$ cat src/rtl/fetch_unit.sv
// rtl/fetch_unit.sv - RV32I fetch stage: PC, in-order imem request/response channel, fetch queue
// Optional misaligned-redirect trap: define FETCH_MISALIGN_TRAP_EN.
module fetch_unit #(
  parameter logic [31:0] RESET_PC = 32'h0000_0000,
  parameter int          QDEPTH   = 2
) (
  input  logic        clk,
  input  logic        rst,
  input  logic        pc_enable,
  input  logic        redirect_valid,
  input  logic [31:0] redirect_pc,
  output logic        imem_req,
  output logic [31:0] imem_addr,
  input  logic        imem_ready,
  input  logic        imem_rvalid,
  input  logic [31:0] imem_rdata,
  output logic        if_valid,
  output logic [31:0] if_pc,
  output logic [31:0] if_instr,
`ifdef FETCH_MISALIGN_TRAP_EN
  output logic        fetch_misalign,
`endif
  output logic        fetch_stall
);

  localparam int PW = $clog2(QDEPTH);
  localparam int CW = PW + 1;
  localparam logic [CW-1:0] QFULL = CW'(QDEPTH);

  typedef enum logic [1:0] {
    S_RUN,
    S_FLUSH
`ifdef FETCH_MISALIGN_TRAP_EN
    , S_HALT
`endif
  } state_e;

  state_e        state_q, state_d;
  logic [31:0]   pc_q, pc_d;
  logic [CW-1:0] out_q, out_d, drop_q, drop_d, count_q, count_d;
  logic [PW-1:0] qwr_q, qwr_d, qrd_q, qrd_d, twr_q, twr_d, trd_q, trd_d;
  logic [31:0]   qpc_q    [QDEPTH];
  logic [31:0]   qinstr_q [QDEPTH];
  logic [31:0]   tag_q    [QDEPTH];
  logic          accept, push, pop;
  logic [CW:0]   inflight;
  logic [31:0]   target_pc;

`ifdef FETCH_MISALIGN_TRAP_EN
  logic misalign;
  assign misalign  = redirect_pc[1:0] != 2'b00;
  assign target_pc = redirect_pc;
`else
  logic unused_redirect_lsbs;
  assign unused_redirect_lsbs = ^redirect_pc[1:0];
  assign target_pc = {redirect_pc[31:2], 2'b00};
`endif

  always_comb begin
    // Requests in flight plus queued entries never exceed QDEPTH, so every response has a slot.
    inflight  = {1'b0, out_q} + {1'b0, count_q};
    imem_req  = !rst && (state_q == S_RUN) && (inflight < {1'b0, QFULL});
    imem_addr = pc_q;
    accept    = imem_req && imem_ready;
    push      = imem_rvalid && (drop_q == '0) && !redirect_valid;
    pop       = (count_q != '0) && pc_enable && !redirect_valid;

    pc_d    = accept ? pc_q + 32'd4 : pc_q;
    out_d   = out_q + CW'(accept) - CW'(imem_rvalid);
    drop_d  = drop_q - CW'(imem_rvalid && (drop_q != '0));
    count_d = count_q + CW'(push) - CW'(pop);
    qwr_d   = qwr_q + PW'(push);
    qrd_d   = qrd_q + PW'(pop);
    twr_d   = twr_q + PW'(accept);
    trd_d   = trd_q + PW'(push);
    state_d = state_q;

    if (state_q == S_FLUSH && drop_d == '0) state_d = S_RUN;

    // Redirect wins over everything; a request accepted this cycle is already in out_d and gets dropped.
    if (redirect_valid) begin
      pc_d    = target_pc;
      drop_d  = out_d;
      count_d = '0;
      qwr_d   = '0;
      qrd_d   = '0;
      twr_d   = '0;
      trd_d   = '0;
      state_d = (out_d != '0) ? S_FLUSH : S_RUN;
`ifdef FETCH_MISALIGN_TRAP_EN
      if (misalign) state_d = S_HALT;
`endif
    end

    if_valid = count_q != '0;
    if_pc    = qpc_q[qrd_q];
    if_instr = qinstr_q[qrd_q];
`ifdef FETCH_MISALIGN_TRAP_EN
    fetch_misalign = state_q == S_HALT;
    if (state_q == S_HALT) begin
      if_valid = 1'b1;
      if_pc    = pc_q;
      if_instr = 32'h0000_0013;
    end
`endif
    fetch_stall = !if_valid && !redirect_valid;
  end

  always_ff @(posedge clk) begin
    if (rst) begin
      state_q <= S_RUN;
      pc_q    <= RESET_PC;
      out_q   <= '0;
      drop_q  <= '0;
      count_q <= '0;
      qwr_q   <= '0;
      qrd_q   <= '0;
      twr_q   <= '0;
      trd_q   <= '0;
      for (int i = 0; i < QDEPTH; i++) begin
        qpc_q[i]    <= '0;
        qinstr_q[i] <= '0;
        tag_q[i]    <= '0;
      end
    end else begin
      state_q <= state_d;
      pc_q    <= pc_d;
      out_q   <= out_d;
      drop_q  <= drop_d;
      count_q <= count_d;
      qwr_q   <= qwr_d;
      qrd_q   <= qrd_d;
      twr_q   <= twr_d;
      trd_q   <= trd_d;
      if (accept) tag_q[twr_q] <= pc_q;
      if (push) begin
        qpc_q[qwr_q]    <= tag_q[trd_q];
        qinstr_q[qwr_q] <= imem_rdata;
      end
    end
  end

  always_ff @(posedge clk) begin
    if (!rst) assert (!(push && count_q == QFULL));
  end

endmodule

$ cat config.mk
export PLATFORM = sky130hd
export DESIGN_NAME = fetch_unit
export DESIGN_NICKNAME = d
export VERILOG_FILES = /design/src/rtl/fetch_unit.sv
export SDC_FILE = /design/constraint.sdc
export NUM_CORES = 1
export LEC_CHECK = 0
export CORE_ASPECT_RATIO = 1.1
export CORE_MARGIN = 2
export CORE_UTILIZATION = 53
export DETAILED_ROUTE_END_ITERATION = 8
export PLACE_DENSITY_LB_ADDON = 0.15
export RECOVER_POWER = 100
export REMOVE_ABC_BUFFERS = 1
export SYNTH_ARGS = -nofsm -noshare
export SYNTH_HDL_FRONTEND = slang
export SYNTH_SLANG_ARGS = --single-unit
export TNS_END_PERCENT = 1
$ cat constraint.sdc
create_clock -name clk -period 5.5 [get_ports clk]
set_input_delay 0.825 -clock clk [delete_from_list [all_inputs] [get_ports clk]]
set_output_delay 0.825 -clock clk [all_outputs]
set_load 0.01 [all_outputs]
# [After elaboration in Yosys (flattened, before gate mapping)]
# Memory sizes are Yosys's and may differ from the RTL's. A register that Yosys moved wholly into a read port is not among the register bits.
# Cells that the tools add are included.
[totals] register_bits=44 ramBits=192 inputBits=70 output_inout_bits=99 n_memories=3
[classes] add_sub_neg=11 n_lt_le_gt_ge=1 n_eq_ne=1 n_mux=26 n_reduce_logical=25
[memory_table] memory="qinstr_q" words=2 width=32 read_ports=1 rd_ports_with_merged_regs=1 wr=2 line_no="43" rtl="logic [31:0] qinstr_q [QDEPTH];"
[memory_table] memory="qpc_q" words=2 width=32 read_ports=1 rd_ports_with_merged_regs=1 wr=2 line_no="42" rtl="logic [31:0] qpc_q [QDEPTH];"
[memory_table] memory="tag_q" words=2 width=32 read_ports=1 rd_ports_with_merged_regs=1 wr=2 line_no="44" rtl="logic [31:0] tag_q [QDEPTH];"
[op_table] operator="2-to-1 mux 32 bit" n=5
[op_table] operator="OR reduction 32 bit" n=3
[op_table] operator="adder 32 x 3 -> 32 bit (second input constant)" n=1
[op_table] operator="2-to-1 mux 1 bit" n=18
[op_table] operator="logical AND 1 bit" n=10
[op_table] operator="nonzero test 2 bit" n=5
[op_table] operator="logical NOT 2 bit" n=3
[op_table] operator="2-to-1 mux 2 bit" n=3
[op_table] operator="subtractor 2 x 1 -> 2 bit" n=3
[op_table] operator="adder 1 bit" n=4
[op_table] operator="adder 2 x 1 -> 2 bit" n=2
[op_table] operator="adder 2 x 2 -> 3 bit" n=1
[op_table] operator="logical NOT 1 bit" n=3
[op_table] operator="less-than comparator 3 x 2 -> 1 bit (second input constant)" n=1
[op_table] operator="equality test 2 x 1 -> 1 bit (second input constant)" n=1
[op_table] operator="OR reduction 2 bit" n=1

# [Longest topological paths before layout]
[depth] word_depth=9 depth_mapped=10

# [Worst setup path before layout]
# No wires, ideal clock.
[synth_timing] kind="input to register" from="input port imem_rvalid" to="memory qinstr_q[0][0] (enable)" setup_time_ns=0.495 arrival_time_ns=4.347 t_required_ns=5.005 path_slack_ns=0.658 stages=3 n_path_buf=0 cell_sequence="nor3b_1 > nand2b_1 > o21bai_1"
[synth_rtl] element="from (decl)" line_no="15" rtl="input logic imem_rvalid,"
[synth_rtl] element="to (decl)" line_no="43"

==> results.cfg <==
[worst_setup_path]
worstReg2RegStart = out_q[0]
slowest_delay_ns = 1.47
crit_chain = buf_4 > mux2_2 > dlygate4sd3_1
start_kind = flop
r2r_end = tag_q[1][17]
crit_slowest_cell = dfxtp_1
reg2reg_slack_ns = 1.23
crit_type = reg -> out
crit_fanout = 34
cp-end-kind = output pin
ff2ff_path_depth = 6
cp_data_arrival_time_ns = 3.57
worst_ep_required_time_ns = 4.68

[clocking]
cts_tree = built
postCtsSetupBuffers = 0
cts-buffers-inserted = 22
h-tree-depth = 1
cts_sinks = 225
clock_path_buffers = 3
cts_root_buffer = clkbuf_16
cts.repair.resized = 0
cts_hold_buf = 0
path_clk_slew_ns = 0.06
clkLatencyLatePin_ns = 0.49

[floorplan]
fp.dieH_um = 149
die_area_um2 = 20200
rows = 53
die_w_um = 136
start_util_pct = 53.5
ios = 169
core_area_um2 = 18900

[timing]
grt_setup_unrepaired = false
fmax_mhz = 228
clock_skew_ns = 0.0104
slew_violations = 218
hold_violations = 0
fin_crit_sh_pct = 79.9
setup_slack_ns = 1.10
setup-tns-final_ns = 0
setup_viol = 0
tightest_slew_ns = 1.96
final.min_clock_period_ns = 4.40
slew_headroom_pct = -31.3

[synth]
synth_fa_ha_area_share_pct = 0.940
ys_ff_latch = 225
yosys_warnings = 0
synth_area_leaders = edfxtp_1, dfxtp_1, and2_1, mux2_2, nor2_1
seq_area_frac_synth_pct = 62.7
synthXorXnorAreaFrac_pct = 1.21
synth_top_family_by_area = simple AND/OR/NAND/NOR gates
syn_inst = 799
yosysTopAreaCellShare_pct = 54.6
synth_cell_types = 46
avgSynthCellArea_um2 = 12.7
synthMuxAreaShare_pct = 9.87
synth_area_um2 = 10100
yosysTopAreaCell = edfxtp_1
synthArstFlopShare_pct = 0
synth-edff-count = 184
ys_dominant_reg_cell = edfxtp_1
yosys.area_share.simple_pct = 17.9
synth_compound_area_share_pct = 4.72

[place]
dp_cells = 1164
place_congestion = 0.858
place_area_um2 = 11900
post-place-ws_ns = 1.44
hpwl_mm = 13.9
portBuffers = 162

[pwr]
power.switching_mw = 0.894
p_seq_share_pct = 50.7
pwr-share-clk_pct = 38.2
p_int_mw = 3.13
power_frac_comb_pct = 11.1
power_density_nw_per_um2 = 318
vdd_drop_max_mv = 0.181
p_sw_share_pct = 22.2
p_leak_nw = 4.62

[worst_hold_path]
hold_class = reg -> reg
min_path_cells = 2
min_from = qwr_q
holdPathEnd = qwr_q

[grt]
grt_max_degree = 63
antenna_found_initial = 0
grt.total_usage_pct = 21.1
grt_overflow = 0
grt_pass1_vias = 6717
grt_pass1_wl_mm = 33.9

[route]
wl_per_cell_um = 17.8
drc = 0
drtIter0Drc = 406
finalWirelength_mm = 21.4
dr.pass1.iters = 5
drtAntennaViolNets = 0
viasPerCell = 5.51
vias = 6629

[outcome]
violations = max-capacitance violations, max-slew violations
status = finished with violations

[finish]
finish.net_count = 1018
postLayoutCellArea_um2 = 12600
drive_gt1_share_pct = 10.2
fin_cells = 1204
area_growth_pct = 25.0
antenna_cells = 0

[flow_run]
cap_violations = 5
-- cell usage in the layout, fill, tap and decap left out, types with 17 or more instances in the layout --
| master | Yosys | final |
|---|---|---|
| a311oi_1 | 17 | 17 |
| and2_0 | 0 | 80 |
| and2_1 | 126 | 46 |
| clkbuf_16 | 0 | 23 |
| clkdlybuf4s50_1 | 0 | 71 |
| dfxtp_1 | 41 | 40 |
| dlygate4sd3_1 | 0 | 91 |
| edfxtp_1 | 184 | 184 |
| mux2_2 | 62 | 57 |
| mux2i_1 | 30 | 30 |
| nor2_1 | 100 | 100 |
-- layout make-up --
type,instances,area (um2)
Timing Repair Buffer,170,1670
Multi-Input combinational cell,510,3530
Inverter,12,45.0
Clock inverter,7,106
Clock buffer,33,643
Fill cell,1377,6250
Tap cell,247,309
Sequential cell,225,6350
-- sequential cells by signal, summed over array words and instances (netlist names) --
signal and flops:
drop_q 2, out_q 2, twr_q 1, trd_q 1, qinstr_q 64, qrd_q 1
state_q 1, qwr_q 1, imem_addr 30, tag_q 60, qpc_q 60, count_q 2
-- power by group through the flow --
stage / sequential (mW) / combinational, mW / clock, mW
floorplan: 2.06 / 0.229 / 0
global placement: 2.07 / 0.462 / 0
detailed placement: 2.08 / 0.473 / 0
CTS: 2.04 / 0.477 / 1.56
global route: 2.05 / 0.489 / 1.63
finish: 2.04 / 0.446 / 1.54
-- worst max path at each step --
| stage | cells after the start | from | endpoint |
|---|---|---|---|
| 2_1_floorplan | 3 | imem_rvalid | qinstr_q[0][0] |
| 6_report | 3 | qrd_q | if_instr[20] |
| 4_1_cts | 3 | qrd_q | if_instr[20] |
| 5_1_grt | 5 | rst | tag_q[1][10] |
| 3_3_place_gp | 6 | rst | tag_q[0][6] |
| 3_5_place_dp | 6 | rst | tag_q[0][8] |
-- Yosys cell counts (5+ instances only) --
cell and number:
a311oi_1 17, nand2_1 15, nand4_1 13, nand3_1 15
buf_1 8, and3_1 11, ha_1 6, inv_1 11
and4_1 6, or3_1 8, dfxtp_1 41, o31ai_1 12
and2_1 126, or2_2 5, nor3_1 6, edfxtp_1 184
nor4_1 5, or4_1 10, o31a_1 6, xor2_1 11
mux2i_1 30, clkbuf_1 41, a211oi_1 8, o21ai_0 8
mux2_2 62, nor2_1 100
-- routing by layer --
metal,vias to the layer above,share of wire [%],track usage [%]
met5,-,0,0
met1,3151,41,27.3
met3,34,7.2,3.33
met2,259,49,36.5
li1,3185,-,-
met4,0,2.1,6.56
-- worst max-delay path: cells and delay by family, from the launching register on --
kind	cells	cell delay [ns]
DFF	1	1.47
muxes	1	0.39
buffers and inverters	2	1.18
-- per-stage QoR --
stage               hold WS (ns)  total power [mW]  util (%)
floorplan                  0.467              2.29         -
global placement           0.476              2.53      63.1
detailed placement         0.523              2.55      63.1
CTS                        0.537              4.08      67.0
global route               0.553              4.18      66.9
finish                     0.548              4.03      66.9
-- logic make-up (layout without fill, tap and decap cells) --
logic type | count (synthesis) | after routing
flip-flops | 225 | 225
buffers and inverters | 67 | 222
XOR/XNOR | 14 | 14
adder cells (fa/ha/maj) | 7 | 7
AO/OA/AOI/OAI | 63 | 63
multiplexers | 92 | 92
other | 1 | 4
AND/OR/NAND/NOR | 330 | 330
No activity file was read; power rests on OpenSTA's default activity.
